--- src/rtl/muldiv_pkg.sv ---
// Shared definitions for the iterative multiply/divide unit: operation
// encodings, FSM state enumeration and state width.
package muldiv_pkg;

  localparam logic [1:0] OP_MULT  = 2'b00;
  localparam logic [1:0] OP_MULTU = 2'b01;
  localparam logic [1:0] OP_DIV   = 2'b10;
  localparam logic [1:0] OP_DIVU  = 2'b11;

  localparam int STATE_W = 2;

  typedef enum logic [STATE_W-1:0] {
    ST_IDLE = 2'd0,
    ST_RUN  = 2'd1,
    ST_DONE = 2'd2
  } state_t;

endpackage

--- src/rtl/muldiv_abs.sv ---
// Conditional two's-complement negation of a pair of W-bit values.
// wide=0: x and y are negated independently (operand magnitudes, or
//         quotient/remainder sign restore).
// wide=1: {x,y} is negated as one 2W-bit value (product sign restore).
module muldiv_abs #(
  parameter int W = 32
) (
  input  logic [W-1:0] x,
  input  logic [W-1:0] y,
  input  logic         neg_x,
  input  logic         neg_y,
  input  logic         wide,
  output logic [W-1:0] x_out,
  output logic [W-1:0] y_out
);

  logic [2*W-1:0] joint;
  logic [2*W-1:0] joint_neg;

  // Select independent or joint negation.
  always_comb begin
    x_out     = x;
    y_out     = y;
    joint     = {x, y};
    joint_neg = -joint;
    if (wide) begin
      if (neg_x) begin
        {x_out, y_out} = joint_neg;
      end
    end else begin
      if (neg_x) x_out = -x;
      if (neg_y) y_out = -y;
    end
  end

endmodule

--- src/rtl/muldiv_unit.sv ---
// Radix-2 iterative multiply/divide unit (MULT, MULTU, DIV, DIVU).
// One shift-add (multiply) or restoring shift-subtract (divide) step per
// RUN cycle; operands are converted to magnitudes on accept and the sign
// is restored on the final step. Unsigned magnitudes of WIDTH bits cover
// the most-negative operand (its magnitude 2^(WIDTH-1) is representable).
// Optional build macro MULDIV_FAST_MUL_EN: multiplies complete through a
// single-cycle combinational product, going IDLE->DONE directly.
// Handshake: a start in IDLE without cancel is accepted on the rising edge;
// done pulses for one cycle when hi/lo carry the new result; stall holds
// the pipeline from the request cycle until (not including) the DONE cycle.
module muldiv_unit
  import muldiv_pkg::*;
#(
  parameter int WIDTH = 32,
  parameter int CNT_W = $clog2(WIDTH) + 1
) (
  input  logic               clk,
  input  logic               rst,
  input  logic               start,
  input  logic [1:0]         op,
  input  logic [WIDTH-1:0]   a,
  input  logic [WIDTH-1:0]   b,
  input  logic               cancel,
  output logic               busy,
  output logic               stall,
  output logic               done,
  output logic [WIDTH-1:0]   hi,
  output logic [WIDTH-1:0]   lo,
  output logic [STATE_W-1:0] state_dbg
);

  state_t             state, state_nxt;
  logic [CNT_W-1:0]   cnt;
  logic               div_q, sign_a, sign_b, div_zero;
  logic [WIDTH-1:0]   opnd;
  logic [WIDTH-1:0]   p_hi, p_lo;
  logic [WIDTH-1:0]   step_hi, step_lo;
  logic [WIDTH:0]     mul_sum, div_shift;
  logic               div_ge;

  logic               in_div, in_signed, in_neg_a, in_neg_b;
  logic [WIDTH-1:0]   mag_a, mag_b;
  logic               accept, fast_accept, last_step, load_result;
  logic [2*WIDTH-1:0] fast_prod;

  logic [WIDTH-1:0]   out_x, out_y, res_hi, res_lo;
  logic               out_neg_x, out_neg_y, out_wide;

  assign in_div    = (op == OP_DIV) || (op == OP_DIVU);
  assign in_signed = (op == OP_MULT) || (op == OP_DIV);
  assign in_neg_a  = in_signed & a[WIDTH-1];
  assign in_neg_b  = in_signed & b[WIDTH-1];

  assign accept    = (state == ST_IDLE) & start & ~cancel;
  assign last_step = (state == ST_RUN) & ~cancel & (cnt == CNT_W'(1));

  muldiv_abs #(.W(WIDTH)) u_abs_in (
    .x     (a),
    .y     (b),
    .neg_x (in_neg_a),
    .neg_y (in_neg_b),
    .wide  (1'b0),
    .x_out (mag_a),
    .y_out (mag_b)
  );

`ifdef MULDIV_FAST_MUL_EN
  assign fast_accept = accept & ~in_div;
  assign fast_prod   = {{WIDTH{1'b0}}, mag_a} * {{WIDTH{1'b0}}, mag_b};
`else
  assign fast_accept = 1'b0;
  assign fast_prod   = '0;
`endif

  assign load_result = last_step | fast_accept;

  // One radix-2 step: shift-add multiply or restoring shift-subtract divide.
  always_comb begin
    step_hi   = p_hi;
    step_lo   = p_lo;
    mul_sum   = {1'b0, p_hi} + (p_lo[0] ? {1'b0, opnd} : '0);
    div_shift = {p_hi, p_lo[WIDTH-1]};
    div_ge    = (div_shift >= {1'b0, opnd});
    if (div_q) begin
      // The true difference is below the divisor, so WIDTH bits suffice.
      step_hi = div_ge ? (div_shift[WIDTH-1:0] - opnd) : div_shift[WIDTH-1:0];
      step_lo = {p_lo[WIDTH-2:0], div_ge};
    end else begin
      step_hi = mul_sum[WIDTH:1];
      step_lo = {mul_sum[0], p_lo[WIDTH-1:1]};
    end
  end

  // Route the finished magnitude (iterative or fast) into sign restore.
  always_comb begin
    out_x     = step_hi;
    out_y     = step_lo;
    out_wide  = ~div_q;
    out_neg_x = div_q ? sign_a : (sign_a ^ sign_b);
    out_neg_y = sign_a ^ sign_b;
    if (fast_accept) begin
      out_x     = fast_prod[2*WIDTH-1:WIDTH];
      out_y     = fast_prod[WIDTH-1:0];
      out_wide  = 1'b1;
      out_neg_x = in_neg_a ^ in_neg_b;
      out_neg_y = in_neg_a ^ in_neg_b;
    end
  end

  muldiv_abs #(.W(WIDTH)) u_abs_out (
    .x     (out_x),
    .y     (out_y),
    .neg_x (out_neg_x),
    .neg_y (out_neg_y),
    .wide  (out_wide),
    .x_out (res_hi),
    .y_out (res_lo)
  );

  // FSM state register.
  always_ff @(posedge clk or negedge rst) begin
    if (!rst) state <= ST_IDLE;
    else      state <= state_nxt;
  end

  // FSM next state; cancel wins over everything outside IDLE.
  always_comb begin
    state_nxt = state;
    case (state)
      ST_IDLE: if (accept) state_nxt = fast_accept ? ST_DONE : ST_RUN;
      ST_RUN: begin
        if (cancel)         state_nxt = ST_IDLE;
        else if (last_step) state_nxt = ST_DONE;
      end
      ST_DONE: state_nxt = ST_IDLE;
      default: state_nxt = ST_IDLE;
    endcase
  end

  assign busy      = (state == ST_RUN);
  assign stall     = rst & ((accept & ~fast_accept) | (state == ST_RUN));
  assign done      = (state == ST_DONE) & ~cancel;
  assign state_dbg = state;

  // Datapath: latch operands on accept, step in RUN, publish on completion.
  always_ff @(posedge clk or negedge rst) begin
    if (!rst) begin
      cnt      <= '0;
      div_q    <= 1'b0;
      sign_a   <= 1'b0;
      sign_b   <= 1'b0;
      div_zero <= 1'b0;
      opnd     <= '0;
      p_hi     <= '0;
      p_lo     <= '0;
      hi       <= '0;
      lo       <= '0;
    end else begin
      if (accept) begin
        cnt      <= CNT_W'(WIDTH);
        div_q    <= in_div;
        sign_a   <= in_neg_a;
        sign_b   <= in_neg_b;
        div_zero <= in_div & (b == '0);
        opnd     <= in_div ? mag_b : mag_a;
        p_hi     <= '0;
        p_lo     <= in_div ? mag_a : mag_b;
      end else if ((state == ST_RUN) && !cancel) begin
        cnt  <= cnt - CNT_W'(1);
        p_hi <= step_hi;
        p_lo <= step_lo;
      end
      if (load_result) begin
        hi <= res_hi;
        lo <= (div_zero & ~fast_accept) ? '1 : res_lo;
      end
    end
  end

endmodule

--- config.mk ---
export PLATFORM = sky130hd
export DESIGN_NAME = muldiv_unit
export DESIGN_NICKNAME = d
export VERILOG_FILES = /design/src/rtl/muldiv_pkg.sv /design/src/rtl/muldiv_abs.sv /design/src/rtl/muldiv_unit.sv
export SDC_FILE = /design/constraint.sdc
export NUM_CORES = 1
export LEC_CHECK = 0
export BUFFER_PORTS_ARGS = -buffer_cell sky130_fd_sc_hd__buf_2
export CORE_UTILIZATION = 31
export CTS_CLUSTER_SIZE = 16
export DETAILED_ROUTE_END_ITERATION = 8
export MAX_ROUTING_LAYER = met4
export PLACE_DENSITY = 0.45
export SKIP_LAST_GASP = 1
export SYNTH_ARGS = -nofsm -noshare
export SYNTH_HDL_FRONTEND = slang
export SYNTH_SLANG_ARGS = --single-unit
--- constraint.sdc ---
create_clock -name clk -period 7.3 [get_ports clk]
set_clock_uncertainty 0.2 [all_clocks]
set_input_delay 1.095 -clock clk [delete_from_list [all_inputs] [get_ports clk]]
set_output_delay 1.095 -clock clk [all_outputs]
set_load 0.01 [all_outputs]
---- Word level (Yosys, flattened, before mapping) ----
Cells that the tools add are included.
storage, ports and cells
  bits of input ports ..................... 70
  output and inout port bits .............. 69
  bits in registers ....................... 172
cells by class
  eq/ne operators ......................... 7
  bitwise logic cells ..................... 12
  magnitude comparators ................... 1
  reductions and logical operators ........ 9
  mux-type cells .......................... 26
  add/subtract/negate cells ............... 8
operator list
  operator                                               number
  2-to-1 mux 32 bit                                      19
  negator 32 bit                                         4
  negator 64 bit                                         1
  adder 32 x 32 -> 33 bit                                1
  >= comparator 33 x 32 -> 1 bit                         1
  logical NOT 32 bit                                     1
  subtractor 32 bit                                      1
  2-to-1 mux 6 bit                                       2
  AND 1 bit                                              9
  equality test 2 bit, second input constant             3
  equality test 6 x 1 -> 1 bit, second input constant    1
  2-to-1 mux 2 bit                                       3
  subtractor 6 x 1 -> 6 bit, second input constant       1
  logical NOT 2 bit                                      2
  case mux 2 bit (2 select lines)                        1
  inequality test 3 x 2 -> 1 bit, second input constant  1
  equality test 2 x 1 -> 1 bit, second input constant    1
  logical OR 1 bit                                       2
  inequality test 2 bit, second input constant           1
  AND reduction 2 bit                                    1
  nonzero test 2 bit                                     1
  logical AND 1 bit                                      1
  logical NOT 1 bit                                      1
  2-to-1 mux 1 bit                                       1
  3 further kinds                                        3

---- Longest topological paths before layout ----
Gate-level depths: netlist of run 1.
  depth after elaboration ................. 7
  gate-level depth with buffers ........... 22

---- By module ----
Synthesis of run 1 repeated with hierarchy kept, for this count alone.
second synthesis, totals
  cells, all modules ...................... 1878
  area total of the unflattened synthesis .. 15489.9 um^2
by module, submodules not included
  module                   area each (um^2)  cells each  instances
  muldiv_unit              12240.5           1417        1
  muldiv_abs at u_abs_out  1667.8            228         1
  muldiv_abs at u_abs_in   1581.5            233         1

---- Least setup slack after synthesis of run 1 ----
OpenSTA, ideal clock, no wires.
  path type ............................... reg-to-reg
  from .................................... register div_q
  to ...................................... register hi[22]
  setup slack ............................. 2148 ps
  arrival ................................. 4827 ps
  cell stages (with the launch flop) ...... 22
  path buffers ............................ 8
  required time ........................... 6975 ps
  path through ............................ dfrtp_1 clkbuf_1 buf_2 buf_2 buf_2 clkbuf_1 buf_2 buf_2 buf_1 mux2i_1 ha_1 o2111ai_1 nor2_1 and4_1 nand2_1 nor3_1 o21ai_0 or2_2 nor4_4 a21oi_2 xnor2_1 mux2_2
on the way
  cells in the longest elaborated chain, start to end .. 4
  elaborated cells between the ends (all ways) .. 8
  those cells by class .................... add/sub (2); mux (6)
ends and longest elaborated chain
  what                                                     line                                RTL
  start: declaration                                       muldiv_unit.sv:34                   logic div_q, sign_a, sign_b, div_zero;
  start signal: assignment                                 muldiv_unit.sv:161                  div_q <= in_div;
  2-to-1 mux 32 bit                                        muldiv_unit.sv:84                   if (div_q) begin
  negator 64 bit / negator 32 bit (equally long branches)  muldiv_abs.sv:25, muldiv_abs.sv:31
  2-to-1 mux 32 bit, on equally long branches              muldiv_abs.sv:27, muldiv_abs.sv:31
  2-to-1 mux 32 bit (*)                                    muldiv_abs.sv:26                    if (wide) begin
  end signal: assignment                                   muldiv_unit.sv:174                  hi <= res_hi;
  end: declaration                                         muldiv_unit.sv:27                   output logic [WIDTH-1:0] hi,
Every way passes the cells marked *; elsewhere a longest branch is shown, timed or not.
A chain may end at the register's enable or synchronous reset.

---- Worst setup path in the final report of run 1 ----
  from .................................... register p_hi[25]
  to ...................................... register hi[22]
on the way
  cells in the longest elaborated chain, start to end .. 6
  elaborated cells between the ends (all ways) .. 9
  those cells by class .................... add/sub (2); order compare (1); mux (6)
ends and longest elaborated chain
  what                                                     line                                RTL
  start: declaration                                       muldiv_unit.sv:36                   logic [WIDTH-1:0] p_hi, p_lo;
  start signal: assignment                                 muldiv_unit.sv:170                  p_hi <= step_hi;
  >= comparator 33 x 32 -> 1 bit (*)                       muldiv_unit.sv:83                   div_ge = (div_shift >= {1'b0, opnd});
  2-to-1 mux 32 bit                                        muldiv_unit.sv:86                   step_hi = div_ge ? (div_shift[WIDTH-1:0] - opnd) : div_shift[WIDTH-1:0];
  2-to-1 mux 32 bit                                        muldiv_unit.sv:84
  negator 64 bit / negator 32 bit (equally long branches)  muldiv_abs.sv:25, muldiv_abs.sv:31
  2-to-1 mux 32 bit, on equally long branches              muldiv_abs.sv:27, muldiv_abs.sv:31
  2-to-1 mux 32 bit (*)                                    muldiv_abs.sv:26
Marked as above.

==> flow_summary.yaml, run 1 <==
outcome:
  outcome: "finished, final reports clean"
worst_setup_path:
  worst_setup_path_start_kind: "register"
  reg2reg_from: "p_hi[25]$_DFFE_PN0P_"
  crit_path_end_kind: "register"
  critPathMostFrequentCell: "a21oi_1"
  crit_type: "register to register"
  setup.worst_path.start: "p_hi[25]$_DFFE_PN0P_"
  path_cells: "ha_1, a21oi_1, o21ai_1, a2111oi_2, o211a_1, a21oi_1, a21oi_1, ha_1, o2111ai_1, nor2_1, and4_1, nand2_1, nor3_1, o21ai_0, or2_2, nor4_4, a21oi_2, xnor2_1, mux2_2"
  required_ns: 7.46
  cp_data_arrival_time_ns: 6.03
  cp_top_family: "compound AO/OA/AOI/OAI gates"
  cp_max_fo: 7
  cpPeakStageDelay_ns: 0.57
  path_buf_inv: 0
  cp_slowest_cell: "a2111oi_2"
yosys:
  synth_ff_type: "dfrtp_1"
  netlist_instances: 2042
  synth.avg_cell_area_um2: 7.61
  syn_nets: 2184
  ys_warn_count: 0
  ys_types: 94
  synth_edf_count: 0
  async_flop_share: 1.00
  ys_seq_area_frac: 0.277
  syn_area_um2: 15500
  synth-seq-cells: 172
drt:
  via_per_inst: 5.65
  detail-route-antenna-nets: 0
  post-route-drc-count: 0
  vias: 15700
  wirelength_um: 62500
  drtIter0Drc: 1507
  routedWlPerCell_um: 22.4
  first_pass_iters: 5
floorplan:
  die_h_um: 226
  initial_core_util: 0.316
  die_w_um: 226
  die-area_um2: 51100
  io_pins: 139
  num_rows: 81
  core_area_um2: 49300
worst_hold_path:
  min_from: "hi[15]$_DFFE_PN0P_"
  hp-class: "register to register"
placed_design:
  port_buffers: 138
  gp_congestion: 0.965
  dp_hpwl_um: 48500
  dp_slack_ns: 1.48
sta:
  setup_ws_ns: 1.43
  slew_headroom: 0.205
  slew_violations: 0
  fin_tns_setup_ns: 0
  fin_crit_ns: 5.87
  finalHoldViolCount: 0
  period_share: 0.804
  hold_slack_ns: 0.279
  setup_viol_count_final: 0
  fmaxAchievable_mhz: 170
  tightest_slew_ns: 1.19
  rsz0062_at_grt: "no"
global_routing:
  grtUsageMet2: 0.382
  grt_overflow_total: 0
  grt_pass1_wl_um: 93500
  grt_max_degree: 77
  grt-busiest-layer: "met2"
  antenna_found_initial: 3
  grt_usage: 0.254
  use_met1: 0.345
  met3_usage: 0.0354
  grt_pass1_vias: 14700
power_and_ir_drop:
  pwr-share-clk: 0.129
  p_leak_uw: 0.00756
  p_int_uw: 3730
  seq_power_share: 0.214
  combPwrFrac: 0.658
  swShare: 0.531
  ir_worst_vdd_mv: 0.177
  p_switching_uw: 4220
  power.density_nw_per_um2: 455
cells_and_area:
  drive_above_1_share: 0.121
  fillers: 5288
  nNetsFinal: 2248
  layout_commonest_cell: "nand2_1"
  area_growth_pct: 12.4
  mostFrequentLayoutCells: "254 x nand2_1, 203 x nor2_1, 185 x a21oi_1, 184 x o21ai_0, 171 x dfrtp_1"
clocking:
  cts.sinks: 172
  hold_buffers: 0
  clockBufferDepth: 2
  cts_setup_buffers: 0
  cts_tree: "yes"
  htree_num_levels: 4
  clkLatencyLatePin_ns: 0.47
  clk_pin_slew_worst_paths_ns: 0.07
  post_cts_resize_count: 0
  clock_tree.root_cell: "clkbuf_16"
  cts_buffers: 17
run:
  maxCapViolCount: 0
synth_stat cells, types with 20 or more instances:
cell type	count	share of area
a211oi_1	26	0.013
a21o_1	27	0.013
a21oi_1	185	0.060
and2_1	45	0.018
clkbuf_1	96	0.023
dfrtp_1	172	0.28
ha_1	70	0.056
inv_1	63	0.015
mux2i_1	42	0.027
nand2_1	255	0.062
nand3_1	31	0.010
nand4_1	20	0.0080
nor2_1	204	0.049
nor3_1	51	0.016
o211ai_1	49	0.024
o21ai_0	184	0.059
xnor2_1	88	0.050
xor2_1	73	0.041
worst reg2reg max path, cell delays in order (launching register included):
cell and delay (ns):
dfrtp_1 0.44, ha_1 0.40, a21oi_1 0.22, o21ai_1 0.13
a2111oi_2 0.57, o211a_1 0.26, a21oi_1 0.18, a21oi_1 0.29
ha_1 0.28, o2111ai_1 0.15, nor2_1 0.26, and4_1 0.32
nand2_1 0.15, nor3_1 0.33, o21ai_0 0.27, or2_2 0.43
nor4_4 0.31, a21oi_2 0.11, xnor2_1 0.17, mux2_2 0.27
worst paths after layout:
check	end	slack [ns]	cells past startpoint
max in group asynchronous	hi[18]$_DFFE_PN0P_	4.52	3
hold / removal	hi[15]$_DFFE_PN0P_	0.28	2
setup / recovery	hi[22]$_DFFE_PN0P_	1.43	19
min in group asynchronous	lo[19]$_DFFE_PN0P_	0.43	1
setup reg to reg	hi[22]$_DFFE_PN0P_	1.43	19
hold reg to reg	hi[15]$_DFFE_PN0P_	0.28	2
sequential cells by signal (all words and copies together), names as in the netlist, 2 cells and up:
name and flops:
hi 32, lo 32, opnd 32, p_hi 32
p_lo 32, cnt 6, state_dbg 2
power groups by stage:
stage               combinational [uW]  sequential, uW  clock, uW
finish                            5230            1700       1020
global route                      5670            1750       1080
CTS                               5180            1690       1040
detailed placement                5150            1710          0
global placement                  5180            1690          0
floorplan                         3500            1610          0
metrics by stage:
step	cells	cell area (um^2)	power (uW)	utilization
floorplan	2042	15500	5110	-
global placement	2751	16800	6880	0.342
detailed placement	2751	16800	6860	0.342
CTS	2783	17500	7910	0.355
global route	2783	17500	8490	0.355
finish	2784	17500	7950	0.355
layer usage:
metal / vias to the layer above / part of all wire / wire (um)
met3: 76 / 0.058 / 3620
met5: - / 0 / 0
met1: 7633 / 0.46 / 28800
li1: 7470 / - / -
met4: 0 / 0.033 / 2090
met2: 549 / 0.45 / 28000
logic make-up (layout without fill, tap and decap cells):
| kind of cell | Yosys count | in the layout | synth area share |
|---|---|---|---|
| compound gates | 662 | 662 | 0.270 |
| xor+xnor | 161 | 161 | 0.0907 |
| fa+ha+maj | 72 | 72 | 0.0589 |
| buf+inv | 185 | 262 | 0.0468 |
| flops | 172 | 172 | 0.277 |
| mux | 45 | 45 | 0.0292 |
| other cells | 0 | 1 | 0 |
| simple gates | 745 | 745 | 0.227 |
layout make-up:
| cell class | instances | area, um^2 | area share |
|---|---|---|---|
| Multi-Input combinational cell | 1685 | 10600 | 0.604 |
| Sequential cell | 172 | 4310 | 0.246 |
| Timing Repair Buffer | 164 | 897 | 0.0513 |
| Tap cell | 664 | 831 | 0.0475 |
| Clock buffer | 22 | 484 | 0.0277 |
| Inverter | 66 | 248 | 0.0142 |
| Clock inverter | 10 | 153 | 0.00873 |
| Antenna cell | 1 | 2.50 | 0.000143 |
(Power assumes the default switching activity.)
==> inputs of run 2 (changes only) <==
--- a/config.mk
+++ b/config.mk
@@ -5,6 +5,7 @@
 export SDC_FILE = /design/constraint.sdc
 export NUM_CORES = 1
 export LEC_CHECK = 0
+export ABC_AREA = 1
 export BUFFER_PORTS_ARGS = -buffer_cell sky130_fd_sc_hd__buf_2
 export CORE_UTILIZATION = 31
 export CTS_CLUSTER_SIZE = 16
==> constraint.sdc (replaced) <==
create_clock -name clk -period 5.4 [get_ports clk]
set_clock_uncertainty 0.2 [all_clocks]
set_input_delay 0.81 -clock clk [delete_from_list [all_inputs] [get_ports clk]]
set_output_delay 0.81 -clock clk [all_outputs]
set_load 0.01 [all_outputs]
==> run 2 against run 1 <==
Against the previous run:
- die area is 10% higher
- worst hold slack got worse by 0.19 ns
- routed wire length up 32%
- first-iteration DRC count rose by 2.4%
- final cell count is 30% higher
- critical path depth up 9
==> flow_summary.yaml, run 2 <==
placed_design:
  placed_area_um2: 18600
  dp_hpwl_um: 68100
  gp_congestion: 0.966
  port_buffers: 138
  dp.cells: 3579
global_routing:
  grt_pass1_vias: 18500
  grt_pass1_wl_um: 121000
  met3_usage: 0.0424
  use_met1: 0.376
  antenna_found_initial: 0
  grt-busiest-layer: "met2"
  grt_overflow_total: 0
  grtUsageMet2: 0.498
  grt_usage: 0.303
  grt_max_degree: 60
cells_and_area:
  mostFrequentLayoutCells: "838 x nand2_1, 449 x inv_1, 273 x nor2_1, 198 x nand3_1, 171 x dfrtp_1"
  regArea_um2: 4310
  design_area_um2: 19100
  area_growth_pct: 11.4
  stdcell_count: 3611
  fillers: 6169
  drive_above_1_share: 0.109
  antenna_cells: 0
  multi_input_area_um2: 10700
  layout_commonest_cell: "nand2_1"
  nNetsFinal: 3044
yosys:
  async_flop_share: 1.00
  synth_area_leaders: "dfrtp_1 25%, nand2_1 18%, inv_1 9.8%, nor2_1 6.1%, nand3_1 5.8%"
  ys_warn_count: 0
  syn_nets: 2942
  synth_compound_area_frac: 0.145
  synth.most_common_cell: "nand2_1"
  synth_top_family_by_area: "simple AND/OR/NAND/NOR gates"
  ys_types: 58
  synth_mux_area_frac: 0
  synth-seq-cells: 172
  netlist_instances: 2800
  synth_commonest_cells: "838 x nand2_1, 449 x inv_1, 277 x nor2_1"
  synth_top_area_cell: "dfrtp_1"
  synth.avg_cell_area_um2: 6.13
  synth_xor_area_frac: 0.0464
  yosys.area_share.simple: 0.374
  synth_edf_count: 0
  syn_area_um2: 17200
  synthAdderAreaFrac: 0.0533
  synth_ff_type: "dfrtp_1"
  synth_top_area_frac: 0.251
  ys_seq_area_frac: 0.251
floorplan:
  core_area_um2: 54200
  num_rows: 85
  die_h_um: 237
  die_w_um: 237
  die-area_um2: 56400
  initial_core_util: 0.317
  io_pins: 139
drt:
  wirelength_um: 82700
  detail-route-antenna-nets: 0
  first_pass_iters: 6
  vias: 18800
  drtIter0Drc: 1543
  post-route-drc-count: 0
  via_per_inst: 5.22
  routedWlPerCell_um: 22.9
clocking:
  cts_setup_buffers: 0
  hold_buffers: 0
  cts_buffers: 17
  clock_tree.root_cell: "clkbuf_16"
  cts.sinks: 172
  clkLatencyLatePin_ns: 0.50
  htree_num_levels: 4
  clk_pin_slew_worst_paths_ns: 0.08
  clockBufferDepth: 2
  cts_tree: "yes"
  post_cts_resize_count: 0
sta:
  finalHoldViolCount: 0
  tightest_slew_ns: 1.03
  slew_violations: 0
  fin_crit_ns: 5.00
  hold_slack_ns: 0.0917
  period_share: 0.926
  fmaxAchievable_mhz: 200
  fin_tns_setup_ns: 0
  slew_headroom: 0.312
  setup_viol_count_final: 0
  rsz0062_at_grt: "no"
worst_setup_path:
  cp_max_fo: 10
  rr_endpoint: "hi[30]$_DFFE_PN0P_"
  r2r_slack_ns: 0.40
  cp_data_arrival_time_ns: 5.18
  crit_type: "register to register"
  critPathMostFrequentCell: "nand2_1"
  cpPeakStageDelay_ns: 0.50
  rr_worst_depth: 28
  reg2reg_from: "p_hi[1]$_DFFE_PN0P_"
  required_ns: 5.58
  cp_slowest_cell: "ha_1"
  worst_setup_path_start_kind: "register"
  crit_path_end_kind: "register"
power_and_ir_drop:
  ir_worst_vdd_mv: 0.330
  p_leak_uw: 0.0103
  power.density_nw_per_um2: 643
  total_power_uw: 12300
worst_hold_path:
  hp-class: "primary input to async pin"
outcome:
  outcome: "finished, final reports clean"
run:
  maxCapViolCount: 0
run 2: cell types whose count changed in the layout (fill, tap and decap cells not counted), moves of 25 or more:
cell and change:
a211oi_1 -25, a21o_1 -25, a21oi_1 -85, and2_1 -41, inv_1 +386, mux2i_1 -42, nand2_1 +584, nand3_1 +167
nor2_1 +70, nor2_2 +31, o21ai_0 -63, xnor2_1 -57
run 2: how the worst max path moves through the flow:
stage	from	endpoint	slack (ns)	depth (start not counted)
4_1_cts	opnd[24]$_DFFE_PN0P_	hi[30]$_DFFE_PN0P_	0.39	27
2_1_floorplan	p_hi[27]$_DFFE_PN0P_	hi[18]$_DFFE_PN0P_	1.78	26
3_3_place_gp	opnd[24]$_DFFE_PN0P_	hi[30]$_DFFE_PN0P_	0.42	27
5_1_grt	opnd[24]$_DFFE_PN0P_	hi[30]$_DFFE_PN0P_	0.06	27
3_5_place_dp	opnd[24]$_DFFE_PN0P_	hi[30]$_DFFE_PN0P_	0.44	27
6_report	p_hi[1]$_DFFE_PN0P_	hi[30]$_DFFE_PN0P_	0.40	28
run 2: through the flow:
step           utilization  setup WS [ns]
2_1_floorplan            -           1.78
6_report             0.353          0.398
3_5_place_dp         0.342          0.436
5_1_grt              0.353         0.0646
3_3_place_gp         0.342          0.422
4_1_cts              0.353          0.394
run 2: power by group:
part           internal, uW  total (uW)  leakage [uW]  switching (uW)
clock                   658        1310      0.000279             650
sequential             1750        2230       0.00220             484
combinational          2570        8770       0.00778            6200
run 2: kinds of logic after synthesis:
kind of cell               after synthesis
DFF                                    172
xor gates and xnor gates                91
buffers and inverters                  558
adders and majority gates               72
and+or+nand+nor                       1495
AOI/OAI and AO/OA                      412
run 2: layer usage:
layer / vias up / share of wire
li1: 9181 / -
met1: 8983 / 0.44
met2: 567 / 0.48
met3: 113 / 0.043
met4: 0 / 0.039
met5: - / 0
run 2: worst max-delay path, delay by kind of cell, from the launching register on:
kind / cells / cell delay [ns]
flip-flops: 1 / 0.43
AND/OR/NAND/NOR: 25 / 3.25
AO/OA/AOI/OAI: 1 / 0.27
adder cells (fa/ha/maj): 2 / 0.74
run 2: cell type report:
| class | instances | area share |
|---|---|---|
| clock buffers | 19 | 0.0232 |
| clock inverters | 13 | 0.00680 |
| inverters | 470 | 0.0922 |
| multi-input cells | 2070 | 0.557 |
| flip-flops and latches | 172 | 0.225 |
| well taps | 696 | 0.0455 |
| repair buffers | 171 | 0.0502 |
